File: src/rtl/lsu_mem_port_if.sv
// Bus bundle for lsu_mem_port: LSU request/response handshakes plus the memory-model access port.
// slave = the lsu_mem_port view; master = the surrounding LSU stage and memory model.
interface lsu_mem_port_if #(
  parameter int unsigned ADDR_W = 32,
  parameter int unsigned DATA_W = 64
);
  logic              req_valid;
  logic              req_ready;
  logic              req_wen;
  logic [ADDR_W-1:0] req_addr;
  logic [DATA_W-1:0] req_wdata;
  logic [1:0]        req_size;
  logic              req_signed;

  logic              resp_valid;
  logic              resp_ready;
  logic [DATA_W-1:0] resp_rdata;
  logic              resp_err;

  logic                mem_valid;
  logic                mem_wen;
  logic [ADDR_W-1:0]   mem_raddr;
  logic [ADDR_W-1:0]   mem_waddr;
  logic [DATA_W-1:0]   mem_wdata;
  logic [DATA_W/8-1:0] mem_wmask;
  logic [DATA_W-1:0]   mem_rdata;

  modport slave (
    input  req_valid, req_wen, req_addr, req_wdata, req_size, req_signed,
    output req_ready,
    output resp_valid, resp_rdata, resp_err,
    input  resp_ready,
    output mem_valid, mem_wen, mem_raddr, mem_waddr, mem_wdata, mem_wmask,
    input  mem_rdata
  );

  modport master (
    output req_valid, req_wen, req_addr, req_wdata, req_size, req_signed,
    input  req_ready,
    input  resp_valid, resp_rdata, resp_err,
    output resp_ready,
    input  mem_valid, mem_wen, mem_raddr, mem_waddr, mem_wdata, mem_wmask,
    output mem_rdata
  );
endinterface

File: src/rtl/lsu_mem_port.sv
// Single-outstanding load/store front-end for the memory model: align, lane-shift, extend.
// Optional LSU_MISALIGN_CHECK_EN: misaligned requests skip memory and return resp_err = 1.
module lsu_mem_port #(
  parameter int unsigned ADDR_W = 32,
  parameter int unsigned DATA_W = 64
) (
  input logic           clk,
  input logic           rst,
  lsu_mem_port_if.slave bus
);
  localparam int unsigned MASK_W = DATA_W / 8;

  typedef enum logic [1:0] {
    S_IDLE,
    S_ISSUE,
    S_CAPT,
    S_RESP
  } state_e;

  state_e r_state;
  state_e w_next;

  logic              r_wen;
  logic              r_signed;
  logic [1:0]        r_size;
  logic [2:0]        r_off;
  logic [ADDR_W-1:0] r_mem_addr;
  logic [DATA_W-1:0] r_mem_wdata;
  logic [MASK_W-1:0] r_mem_wmask;
  logic [DATA_W-1:0] r_rdata;

  logic              w_accept;
  logic              w_to_err;
  logic [MASK_W-1:0] w_base_mask;
  logic [DATA_W-1:0] w_rd_shift;

  function automatic logic [DATA_W-1:0] f_extend(input logic [DATA_W-1:0] d,
                                                 input logic [1:0] size,
                                                 input logic sgn);
    logic [DATA_W-1:0] res;
    res = d;
    case (size)
      2'd0:    res = {{(DATA_W-8){sgn & d[7]}}, d[7:0]};
      2'd1:    res = {{(DATA_W-16){sgn & d[15]}}, d[15:0]};
      2'd2:    res = {{(DATA_W-32){sgn & d[31]}}, d[31:0]};
      default: res = d;
    endcase
    return res;
  endfunction

`ifdef LSU_MISALIGN_CHECK_EN
  logic w_misaligned;
  logic r_err;

  always_comb begin
    w_misaligned = 1'b0;
    case (bus.req_size)
      2'd0:    w_misaligned = 1'b0;
      2'd1:    w_misaligned = bus.req_addr[0];
      2'd2:    w_misaligned = |bus.req_addr[1:0];
      default: w_misaligned = |bus.req_addr[2:0];
    endcase
  end

  assign w_to_err = w_misaligned;

  always_ff @(posedge clk) begin
    if (rst) begin
      r_err <= 1'b0;
    end else if (w_accept) begin
      r_err <= w_to_err;
    end
  end

  assign bus.resp_err = r_err;
`else
  assign w_to_err     = 1'b0;
  assign bus.resp_err = 1'b0;
`endif

  assign w_accept = (r_state == S_IDLE) && bus.req_valid;

  always_comb begin
    w_base_mask = MASK_W'(8'hFF);
    case (bus.req_size)
      2'd0:    w_base_mask = MASK_W'(8'h01);
      2'd1:    w_base_mask = MASK_W'(8'h03);
      2'd2:    w_base_mask = MASK_W'(8'h0F);
      default: w_base_mask = MASK_W'(8'hFF);
    endcase
  end

  // Upper bytes shift in as zero, so misaligned loads see zero-filled lanes before extension.
  assign w_rd_shift = bus.mem_rdata >> {r_off, 3'b000};

  always_ff @(posedge clk) begin
    if (rst) begin
      r_state <= S_IDLE;
    end else begin
      r_state <= w_next;
    end
  end

  always_comb begin
    w_next = r_state;
    case (r_state)
      S_IDLE:  if (bus.req_valid) w_next = w_to_err ? S_RESP : S_ISSUE;
      S_ISSUE: w_next = S_CAPT;
      S_CAPT:  w_next = S_RESP;
      S_RESP:  if (bus.resp_ready) w_next = S_IDLE;
      default: w_next = S_IDLE;
    endcase
  end

  always_ff @(posedge clk) begin
    if (rst) begin
      r_wen       <= 1'b0;
      r_signed    <= 1'b0;
      r_size      <= '0;
      r_off       <= '0;
      r_mem_addr  <= '0;
      r_mem_wdata <= '0;
      r_mem_wmask <= '0;
      r_rdata     <= '0;
    end else begin
      if (w_accept) begin
        r_wen    <= bus.req_wen;
        r_signed <= bus.req_signed;
        r_size   <= bus.req_size;
        r_off    <= bus.req_addr[2:0];
        if (w_to_err) begin
          r_rdata <= '0;
        end else begin
          r_mem_addr  <= {bus.req_addr[ADDR_W-1:3], 3'b000};
          r_mem_wdata <= bus.req_wdata << {bus.req_addr[2:0], 3'b000};
          r_mem_wmask <= w_base_mask << bus.req_addr[2:0];
        end
      end
      if (r_state == S_CAPT) begin
        r_rdata <= r_wen ? '0 : f_extend(w_rd_shift, r_size, r_signed);
      end
    end
  end

  // The strobe is gated by rst directly so a reset in ISSUE never reaches memory.
  assign bus.mem_valid  = (r_state == S_ISSUE) && !rst;
  assign bus.mem_wen    = (r_state == S_ISSUE) && !rst && r_wen;
  assign bus.mem_raddr  = r_mem_addr;
  assign bus.mem_waddr  = r_mem_addr;
  assign bus.mem_wdata  = r_mem_wdata;
  assign bus.mem_wmask  = r_mem_wmask;

  assign bus.req_ready  = (r_state == S_IDLE);
  assign bus.resp_valid = (r_state == S_RESP);
  assign bus.resp_rdata = r_rdata;
endmodule

File: src/flat_wrapper.sv
// flat-port wrapper written by rule: the top's interface ports become plain ports
module lsu_mem_port_flat 
#(
  parameter int unsigned ADDR_W = 32,
  parameter int unsigned DATA_W = 64
)
  (clk, rst, bus_req_valid, bus_req_wen, bus_req_addr, bus_req_wdata, bus_req_size, bus_req_signed, bus_req_ready, bus_resp_valid, bus_resp_rdata, bus_resp_err, bus_resp_ready, bus_mem_valid, bus_mem_wen, bus_mem_raddr, bus_mem_waddr, bus_mem_wdata, bus_mem_wmask, bus_mem_rdata);
  lsu_mem_port_if #(.ADDR_W(ADDR_W), .DATA_W(DATA_W)) bus_i ();
  input logic clk;
  input logic rst;
  input wire logic [$bits(bus_i.req_valid)-1:0] bus_req_valid;
  input wire logic [$bits(bus_i.req_wen)-1:0] bus_req_wen;
  input wire logic [$bits(bus_i.req_addr)-1:0] bus_req_addr;
  input wire logic [$bits(bus_i.req_wdata)-1:0] bus_req_wdata;
  input wire logic [$bits(bus_i.req_size)-1:0] bus_req_size;
  input wire logic [$bits(bus_i.req_signed)-1:0] bus_req_signed;
  output wire logic [$bits(bus_i.req_ready)-1:0] bus_req_ready;
  output wire logic [$bits(bus_i.resp_valid)-1:0] bus_resp_valid;
  output wire logic [$bits(bus_i.resp_rdata)-1:0] bus_resp_rdata;
  output wire logic [$bits(bus_i.resp_err)-1:0] bus_resp_err;
  input wire logic [$bits(bus_i.resp_ready)-1:0] bus_resp_ready;
  output wire logic [$bits(bus_i.mem_valid)-1:0] bus_mem_valid;
  output wire logic [$bits(bus_i.mem_wen)-1:0] bus_mem_wen;
  output wire logic [$bits(bus_i.mem_raddr)-1:0] bus_mem_raddr;
  output wire logic [$bits(bus_i.mem_waddr)-1:0] bus_mem_waddr;
  output wire logic [$bits(bus_i.mem_wdata)-1:0] bus_mem_wdata;
  output wire logic [$bits(bus_i.mem_wmask)-1:0] bus_mem_wmask;
  input wire logic [$bits(bus_i.mem_rdata)-1:0] bus_mem_rdata;
  assign bus_i.req_valid = bus_req_valid;
  assign bus_i.req_wen = bus_req_wen;
  assign bus_i.req_addr = bus_req_addr;
  assign bus_i.req_wdata = bus_req_wdata;
  assign bus_i.req_size = bus_req_size;
  assign bus_i.req_signed = bus_req_signed;
  assign bus_req_ready = bus_i.req_ready;
  assign bus_resp_valid = bus_i.resp_valid;
  assign bus_resp_rdata = bus_i.resp_rdata;
  assign bus_resp_err = bus_i.resp_err;
  assign bus_i.resp_ready = bus_resp_ready;
  assign bus_mem_valid = bus_i.mem_valid;
  assign bus_mem_wen = bus_i.mem_wen;
  assign bus_mem_raddr = bus_i.mem_raddr;
  assign bus_mem_waddr = bus_i.mem_waddr;
  assign bus_mem_wdata = bus_i.mem_wdata;
  assign bus_mem_wmask = bus_i.mem_wmask;
  assign bus_i.mem_rdata = bus_mem_rdata;
  lsu_mem_port #(.ADDR_W(ADDR_W), .DATA_W(DATA_W)) u_core (.clk(clk), .rst(rst), .bus(bus_i));
endmodule
File: config.mk
export PLATFORM = sky130hd
export DESIGN_NAME = lsu_mem_port_flat
export DESIGN_NICKNAME = d
export VERILOG_FILES = /design/src/rtl/lsu_mem_port_if.sv /design/src/rtl/lsu_mem_port.sv /design/src/flat_wrapper.sv
export SDC_FILE = /design/constraint.sdc
export NUM_CORES = 1
export LEC_CHECK = 0
export BUFFER_PORTS_ARGS = -buffer_cell sky130_fd_sc_hd__buf_2
export CORE_ASPECT_RATIO = 0.75
export CORE_MARGIN = 3
export CORE_UTILIZATION = 40
export CTS_BUF_LIST = sky130_fd_sc_hd__clkbuf_4
export DETAILED_ROUTE_END_ITERATION = 12
export GPL_TIMING_DRIVEN = 0
export PLACE_DENSITY = 0.68
export SYNTH_ARGS = -nofsm -noshare
export SYNTH_HDL_FRONTEND = slang
export SYNTH_SLANG_ARGS = --single-unit
File: constraint.sdc
create_clock -name clk -period 2.4 [get_ports clk]
set_input_delay 0 -clock clk [delete_from_list [all_inputs] [get_ports clk]]
set_output_delay 0 -clock clk [all_outputs]
set_load 0.01 [all_outputs]
### After elaboration in Yosys (flattened, before gate mapping)

Cells that the tools add are included.

* register bits: 174
* bits of input ports: 168
* output and inout bits: 205
* logic and storage cells: 38

* eq/ne operators: 9
* shift-type cells: 3
* mux-type cells: 6
* bitwise gates (word level): 3
* reductions and logical operators: 8

Operator list (number)
* one-hot mux 64 bit (3 select lines): 1
* two-way mux 64 bit: 1
* left shift 64 x 6 -> 64 bit: 1
* right shift 64 x 6 -> 64 bit: 1
* one-hot mux 8 bit (3 select lines): 1
* == test 2 bit, second input constant: 4
* one-hot mux 2 bit (4 select lines): 1
* left shift 8 x 3 -> 8 bit: 1
* == test 2 x 1 -> 1 bit, second input constant: 3
* zero test 2 bit: 3
* two-way mux 2 bit: 2
* bitwise AND 1 bit: 3
* logical AND 1 bit: 3
* inequality test 2 x 1 -> 1 bit, second input constant: 1
* inequality test 2 bit, second input constant: 1
* AND reduction 2 bit: 1
* zero test 1 bit: 1

### Logic depth before layout (Yosys ltp)

Gate-level depths: netlist of the first run.

* word-level depth: 4
* mapped depth: 8
* mapped depth without buffers: 6

### Worst setup path after synthesis of the first run

OpenSTA, ideal clock, no wires.

* kind: reg2reg
* start: reg u_core.r_off[1]
* end: reg u_core.r_rdata[24] (netlist: u_core.bus.resp_rdata[24])
* library setup time: 0.122 ns
* arrival time: 1.817 ns
* setup slack: 0.461 ns
* cell stages (with the launch flop): 8
* buffers on the path: 3
* period minus slack after synthesis: 1.939 ns
* path through: dfxtp_1 -> buf_6 -> buf_2 -> buf_2 -> mux2_2 -> a22oi_1 -> o31ai_1 -> a221o_1

* cells in the longest elaborated chain, start to end: 4

RTL lines
* start, declared: line lsu_mem_port.sv:26 `logic [2:0] r_off;`
* start signal, assigned: line lsu_mem_port.sv:130 `r_off <= bus.req_addr[2:0];`
* right shift 64 x 6 -> 64 bit *: line lsu_mem_port.sv:94 `assign w_rd_shift = bus.mem_rdata >> {r_off, 3'b000};`
* bitwise AND 1 bit, on equally long branches: line lsu_mem_port.sv:44, lsu_mem_port.sv:43
* one-hot mux 64 bit (3 select lines) *: line lsu_mem_port.sv:42 `case (size)`
* two-way mux 64 bit *: line lsu_mem_port.sv:140 `r_rdata <= r_wen ? '0 : f_extend(w_rd_shift, r_size, r_signed);`
* end signal, assigned: line lsu_mem_port.sv:140
* end, declared: line lsu_mem_port.sv:30 `logic [DATA_W-1:0] r_rdata;`

Mark *: on every way between the ends. The rest lies on a longest branch, timed or not.
A chain may end at the register's enable or synchronous reset.

### Worst setup path in the final report of the first run

* start: reg u_core.r_off[1]
* end: reg u_core.r_rdata[30] (netlist: u_core.bus.resp_rdata[30])

The elaborated chain is that of the path after synthesis.

==> results.yml, run 1 <==
final_layout:
  total_number_of_nets_in_the_final_design: 1825
  final_area_sq_um: 13600
  layout.cells.most_common_list: "sky130_fd_sc_hd__buf_2, sky130_fd_sc_hd__dfxtp_1, sky130_fd_sc_hd__nand2_1"
  end_of_flow_core_utilization_pct: 58.1
  final_layout_size_suffix_gt1_share_pct: 34.4
  layout-area-overhead-vs-synth_pct: 40.6
  n_fill_cell: 2191
  final_common_cell: "sky130_fd_sc_hd__buf_2"
critical_path:
  crit_path_cell_chain: "buf_6 -> buf_4 -> mux2_2 -> dlygate4sd3_1 -> nand2_1 -> o21ai_0 -> a221o_1"
  timing.critical_path.max_delay_family: "buffers and inverters"
  worst-path-max-fanout: 10
  cp_data_required_time_ns: 2.89
  critical-path-max-stage-delay_ns: 0.58
  worstPathBufferInverterCount: 3
  cp_data_arrival_time_ns: 2.82
  worstSetupPathType: "register to register"
  critical_path.endpoint_type: "register"
  worst_path_max_delay_cell: "sky130_fd_sc_hd__dlygate4sd3_1"
  start_kind: "register"
global_route:
  gr-max-usage-layer: "met1"
  groute.usage.overall_pct: 32.9
  use_met1_pct: 48.3
  grt_antenna_before_repair: 1
  number_of_global_route_vias_before_repair: 10800
  global_route.usage.met2_pct: 46.9
  overflow: 0
  grt_util_met3_pct: 9.67
  grt_pass1_wl_um: 65100
  grt_max_degree: 17
power_and_ir_drop:
  switching_power_mw: 4.44
  intPower_mw: 5.69
  switching_fraction_of_total_power_pct: 43.8
  share_of_total_power_in_the_clock_network_pct: 16.8
  share_seq_of_total_power_pct: 35.6
  pwr_density_cell_nw_per_um2: 746
  combinational_power_share_pct: 47.6
  total_leakage_power_nw: 6.02
  power.ir.vdd_worst_mv: 0.423
sta:
  final.period_utilization_pct: 97.3
  slew_headroom_pct: 32.3
  worstMarginPinSlew_ns: 1.01
  final.setup_skew_ns: 0.0256
  clock.fmax_ghz: 0.428
  maxSlewViolCount: 0
  timing.final.crit_period_ns: 2.34
  hold_viol_final: 0
  setup_violations: 0
yosys:
  number_of_distinct_library_cells_after_synthesis: 47
  syn_area_sq_um: 9660
  postSynth.asyncResetShare_pct: 0
  yosysSeqAreaShare_pct: 36.1
  synthesis.area_per_instance_sq_um: 8.50
  syn-instance-count: 1136
  synth_enable_flop_cells: 0
  yosys_warnings: 0
  synth_ff_type: "sky130_fd_sc_hd__dfxtp_1"
  count_of_state_elements_after_synthesis: 174
clock_network:
  tritoncts_clock_tree: "done"
  cts.sink_count: 174
  h-tree-depth: 4
  cts.path.max_buffers: 2
  cts.root.buffer_cell: "sky130_fd_sc_hd__clkbuf_4"
  cts_buffers: 17
  path_clk_slew_ns: 0.17
  clock_latency_ns: 0.60
place:
  dpl.hpwl_um: 33800
  routabilityCongestion: 1.03
  placed_area_sq_um: 11900
  numPortBuffers: 360
floorplan:
  fp.dieW_um: 185
  floorplan.die.height_um: 141
  dieArea_sq_um: 26100
  coreArea_sq_um: 23400
  rows: 48
  effective_utilization_at_floorplan_pct: 41.3
  top_level_ports: 373
drt:
  number_of_remaining_drc_errors: 0
  drt_pass1_iterations: 7
  vias_per_cell: 5.71
  first_iter_violations: 1340
  detail-route-antenna-nets: 0
  drt-total-wl_um: 44100
  post_drt_wl_per_cell_um: 22.4
  detailroute.via_count: 11200
hold_path:
  hold_class: "primary input to register"
run:
  max_cap_violations: 0
status:
  result_of_the_run: "finished clean"
[registers in the layout, summed over array words and instances, names as in the netlist]
signal and cells:
u_core.bus.mem_raddr 29, u_core.r_size 2, u_core.bus.resp_rdata 64, u_core.bus.mem_wdata 64
u_core.r_wen 1, u_core.r_state 2, u_core.r_signed 1, u_core.r_off 3
u_core.bus.mem_wmask 8
[final timing paths]
kind / startpoint / to / slack, ns / cells after the start
min: bus_mem_rdata[19] / u_core.bus.resp_rdata[3]$_SDFFE_PP0P_ / 0.05 / 6
max reg2reg: u_core.r_off[1]$_SDFFE_PP0P_ / u_core.bus.resp_rdata[30]$_SDFFE_PP0P_ / 0.06 / 7
max: u_core.r_off[1]$_SDFFE_PP0P_ / u_core.bus.resp_rdata[30]$_SDFFE_PP0P_ / 0.06 / 7
min reg2reg: u_core.bus.mem_wmask[1]$_SDFFE_PP0P_ / u_core.bus.mem_wmask[1]$_SDFFE_PP0P_ / 0.47 / 2
[worst register-to-register path, cell delays in order, from the launching register on]
cell and delay [ns]:
sky130_fd_sc_hd__dfxtp_1 0.40, sky130_fd_sc_hd__buf_6 0.17, sky130_fd_sc_hd__buf_4 0.23, sky130_fd_sc_hd__mux2_2 0.37, sky130_fd_sc_hd__dlygate4sd3_1 0.58, sky130_fd_sc_hd__nand2_1 0.07
sky130_fd_sc_hd__o21ai_0 0.09, sky130_fd_sc_hd__a221o_1 0.32
[cells in the mapped netlist, types with 23 or more instances]
cell type	count	area, sq um
sky130_fd_sc_hd__dfxtp_1	174	3480
sky130_fd_sc_hd__nand2_1	165	619
sky130_fd_sc_hd__nor2_1	115	432
sky130_fd_sc_hd__a21oi_1	94	470
sky130_fd_sc_hd__clkbuf_1	84	315
sky130_fd_sc_hd__o21ai_0	71	355
sky130_fd_sc_hd__mux2i_1	68	681
sky130_fd_sc_hd__a22oi_1	52	390
sky130_fd_sc_hd__mux2_2	41	462
sky130_fd_sc_hd__buf_4	37	278
sky130_fd_sc_hd__mux4_2	31	698
sky130_fd_sc_hd__nor3_1	31	155
sky130_fd_sc_hd__a221o_1	23	230
[metrics by stage]
stage / cells / setup TNS (ns) / setup WS [ns] / power (mW) / hold WS [ns]
6_report: 1968 / 0 / 0.0647 / 10.1 / 0.0470
4_1_cts: 1962 / -0.0308 / -0.0129 / 9.97 / 0.00217
5_1_grt: 1967 / -0.321 / -0.0537 / 10.7 / 0.0135
2_1_floorplan: 1142 / 0 / 0.461 / 6.25 / 0.136
3_3_place_gp: 1802 / -20.00 / -0.653 / 8.01 / 0.243
3_5_place_dp: 1802 / -21.19 / -0.661 / 8.03 / 0.246
[kinds of logic (layout without fill, tap and decap cells)]
family / Yosys count / in the layout / share of synthesized area (%)
AND/OR/NAND/NOR: 348 / 348 / 15.0
AO/OA/AOI/OAI: 318 / 318 / 21.7
flip-flops: 174 / 174 / 36.1
buffers and inverters: 151 / 675 / 7.62
multiplexers: 140 / 140 / 19.1
adder cells (fa/ha/maj): 4 / 4 / 0.518
other: 1 / 9 / 0.0388
[timing repair]
| item | 4_1_cts | 5_1_grt |
|---|---|---|
| endpoints found under the hold margin | 123 | 0 |
| gates resized for setup | 29 | 42 |
| pin swaps | 1 | 3 |
| endpoints found under the setup margin | 97 | 82 |
| hold buffers | 127 | 0 |
| buffers inserted | 2 | 4 |
[layer usage]
layer | wire, um | vias to the layer above
met4 | 1220 | 0
met3 | 5130 | 98
met5 | 0 | -
met1 | 19600 | 5341
li1 | - | 5101
met2 | 18200 | 706
[power by group through the flow]
stage / Sequential (mW) / Combinational (mW) / Clock, mW
after floorplan: 3.79 / 2.46 / 0
after global placement: 3.66 / 4.35 / 0
after detailed placement: 3.67 / 4.36 / 0
after CTS: 3.61 / 4.62 / 1.74
after global routing: 3.66 / 5.18 / 1.84
final: 3.61 / 4.82 / 1.70
[area by class of cell]
type                       count  area, sq um  area share, %
antenna                        2         5.00         0.0369
buffer                       141          758           5.58
clock buffer                  17          128          0.940
clock inverter                15          138           1.01
inverter                       9         33.8          0.249
multi-input combinational    817         5540           40.8
sequential                   174         3480           25.6
tap                          300          375           2.76
timing repair buffer         493         3120           23.0
Power figures use the tool's default switching activity.
==> run 2, diff against run 1 <==
--- a/config.mk
+++ b/config.mk
@@ -13,6 +13,7 @@
 export DETAILED_ROUTE_END_ITERATION = 12
 export GPL_TIMING_DRIVEN = 0
 export PLACE_DENSITY = 0.68
+export RECOVER_POWER = 25
 export SYNTH_ARGS = -nofsm -noshare
 export SYNTH_HDL_FRONTEND = slang
 export SYNTH_SLANG_ARGS = --single-unit
==> run 2 against run 1 <==
Die area did not move. Clock skew fell by 0.0014 ns. Sequential share of layout area rose by 0.22 points. Register-to-register slack barely moved. Setup slack got worse by 0.0060 ns. Clock power barely moved. Flip-flop and latch count did not move. Routed wire length rose by 0.12%. Critical endpoint unchanged. Core utilization fell by 0.49 points. Power fell by 0.47%. Final area fell by 0.85%.
==> results.yml, run 2 (synthesized netlist as in run 1, its figures left out) <==
sta:
  hold_viol_final: 0
  clock.fmax_ghz: 0.427
  setup_violations: 0
  maxSlewViolCount: 0
  final.setup_skew_ns: 0.0242
  slew_headroom_pct: 30.0
  timing.final.crit_period_ns: 2.34
  holdWs_ns: 0.0447
  final.period_utilization_pct: 97.6
  worstMarginPinSlew_ns: 1.04
global_route:
  grt_max_degree: 17
  number_of_global_route_vias_before_repair: 10800
  grt_antenna_before_repair: 1
  groute.usage.overall_pct: 32.9
  grt_pass1_wl_um: 65100
  overflow: 0
final_layout:
  final_common_cell: "sky130_fd_sc_hd__buf_2"
  final_layout_size_suffix_gt1_share_pct: 28.9
  multi_input_logic_area_sq_um: 5540
  total_number_of_nets_in_the_final_design: 1825
  seq_area_sq_um: 3480
  n_fill_cell: 2225
  fin_cells: 1968
  end_of_flow_core_utilization_pct: 57.6
  layout-area-overhead-vs-synth_pct: 39.4
  layout.cells.most_common_list: "sky130_fd_sc_hd__buf_2, sky130_fd_sc_hd__dfxtp_1, sky130_fd_sc_hd__nand2_1"
drt:
  drt_pass1_iterations: 6
  post_drt_wl_per_cell_um: 22.5
  vias_per_cell: 5.75
  first_iter_violations: 1434
  detailroute.via_count: 11300
  number_of_remaining_drc_errors: 0
  drt-total-wl_um: 44200
  detail-route-antenna-nets: 0
floorplan:
  floorplan.die.height_um: 141
  dieArea_sq_um: 26100
  top_level_ports: 373
  fp.dieW_um: 185
  rows: 48
  effective_utilization_at_floorplan_pct: 41.3
  coreArea_sq_um: 23400
power_and_ir_drop:
  total_leakage_power_nw: 5.63
  combinational_power_share_pct: 47.3
  power.ir.vdd_worst_mv: 0.424
  switching_fraction_of_total_power_pct: 44.1
  switching_power_mw: 4.45
  share_seq_of_total_power_pct: 35.9
  intPower_mw: 5.64
  pwr_density_cell_nw_per_um2: 749
  share_of_total_power_in_the_clock_network_pct: 16.9
critical_path:
  cp_data_arrival_time_ns: 2.83
  worst-path-max-fanout: 10
  worstSetupPathType: "register to register"
  timing.critical_path.max_delay_family: "buffers and inverters"
  worst_path_max_delay_cell: "sky130_fd_sc_hd__dlygate4sd3_1"
  worstPathBufferInverterCount: 3
  crit_path_cell_chain: "buf_6 -> buf_4 -> mux2_2 -> dlygate4sd3_1 -> nand2_1 -> o21ai_0 -> a221o_1"
  critical-path-max-stage-delay_ns: 0.57
  start_kind: "register"
  critical_path.endpoint_type: "register"
  cp_data_required_time_ns: 2.88
place:
  numPortBuffers: 360
  place_inst: 1802
  dpl.hpwl_um: 33800
  routabilityCongestion: 1.03
clock_network:
  cts.path.max_buffers: 2
  h-tree-depth: 4
  cts_buffers: 17
  clock_latency_ns: 0.60
  path_clk_slew_ns: 0.16
  tritoncts_clock_tree: "done"
  cts.root.buffer_cell: "sky130_fd_sc_hd__clkbuf_4"
  cts.sink_count: 174
hold_path:
  hold_class: "primary input to register"
status:
  result_of_the_run: "finished clean"
run:
  max_cap_violations: 0
## run 2: worst paths after layout
| kind | startpoint | endpoint | slack [ns] | cells after the start |
|---|---|---|---|---|
| worst max-delay path | u_core.r_off[1]$_SDFFE_PP0P_ | u_core.bus.resp_rdata[30]$_SDFFE_PP0P_ | 0.06 | 7 |
| worst min-delay path | bus_req_wdata[60] | u_core.bus.mem_wdata[60]$_SDFFE_PP0P_ | 0.04 | 4 |
| worst max register to register | u_core.r_off[1]$_SDFFE_PP0P_ | u_core.bus.resp_rdata[30]$_SDFFE_PP0P_ | 0.06 | 7 |
| worst min register to register | u_core.bus.mem_wmask[1]$_SDFFE_PP0P_ | u_core.bus.mem_wmask[1]$_SDFFE_PP0P_ | 0.47 | 2 |
## run 2: per-stage QoR
stage | worst slack [ns] | total power, mW | cell area [sq um] | setup TNS [ns]
after detailed placement | -0.661 | 8.03 | 11900 | -21.19
final | 0.0587 | 10.1 | 13500 | 0
after CTS | -0.0129 | 9.97 | 13500 | -0.0308
after global placement | -0.653 | 8.01 | 11900 | -20.00
after floorplan | 0.461 | 6.25 | 9680 | 0
after global routing | -0.0537 | 10.6 | 13500 | -0.321
## run 2: timing repair
action                     CTS  global route
hold endpoints to repair   123             0
buffers inserted             2             4
setup endpoints to repair   97            82
resized for setup           29            42
pin swaps                    1             3
hold buffers               127             0
## run 2: power groups by stage
stage | Clock (mW) | Sequential (mW) | Combinational [mW]
detailed placement | 0 | 3.67 | 4.36
global placement | 0 | 3.66 | 4.35
CTS | 1.74 | 3.61 | 4.62
finish | 1.70 | 3.62 | 4.77
global route | 1.84 | 3.67 | 5.13
floorplan | 0 | 3.79 | 2.46
## run 2: final cells by class
class                   instances  share of cell area [%]
diodes                          2                  0.0372
plain buffers                 141                    5.63
clock inverters                15                    1.02
clock buffers                  17                   0.948
well taps                     300                    2.79
multi-input cells             817                    41.2
inverters                       9                   0.251
flip-flops and latches        174                    25.9
repair buffers                493                    22.3
## run 2: per-layer routing
| metal | up-vias | global-route usage (%) | share of wire, % |
|---|---|---|---|
| met2 | 723 | 46.9 | 41 |
| li1 | 5095 | - | - |
| met4 | 0 | 8.84 | 2.8 |
| met5 | - | 0 | 0 |
| met1 | 5397 | 48.3 | 44 |
| met3 | 105 | 9.67 | 12 |
## run 2: worst register-to-register path, cell delays in order, from the launching register on
cell                            delay (ns)
sky130_fd_sc_hd__dfxtp_1              0.40
sky130_fd_sc_hd__buf_6                0.17
sky130_fd_sc_hd__buf_4                0.23
sky130_fd_sc_hd__mux2_2               0.37
sky130_fd_sc_hd__dlygate4sd3_1        0.57
sky130_fd_sc_hd__nand2_1              0.07
sky130_fd_sc_hd__o21ai_0              0.10
sky130_fd_sc_hd__a221o_1              0.33
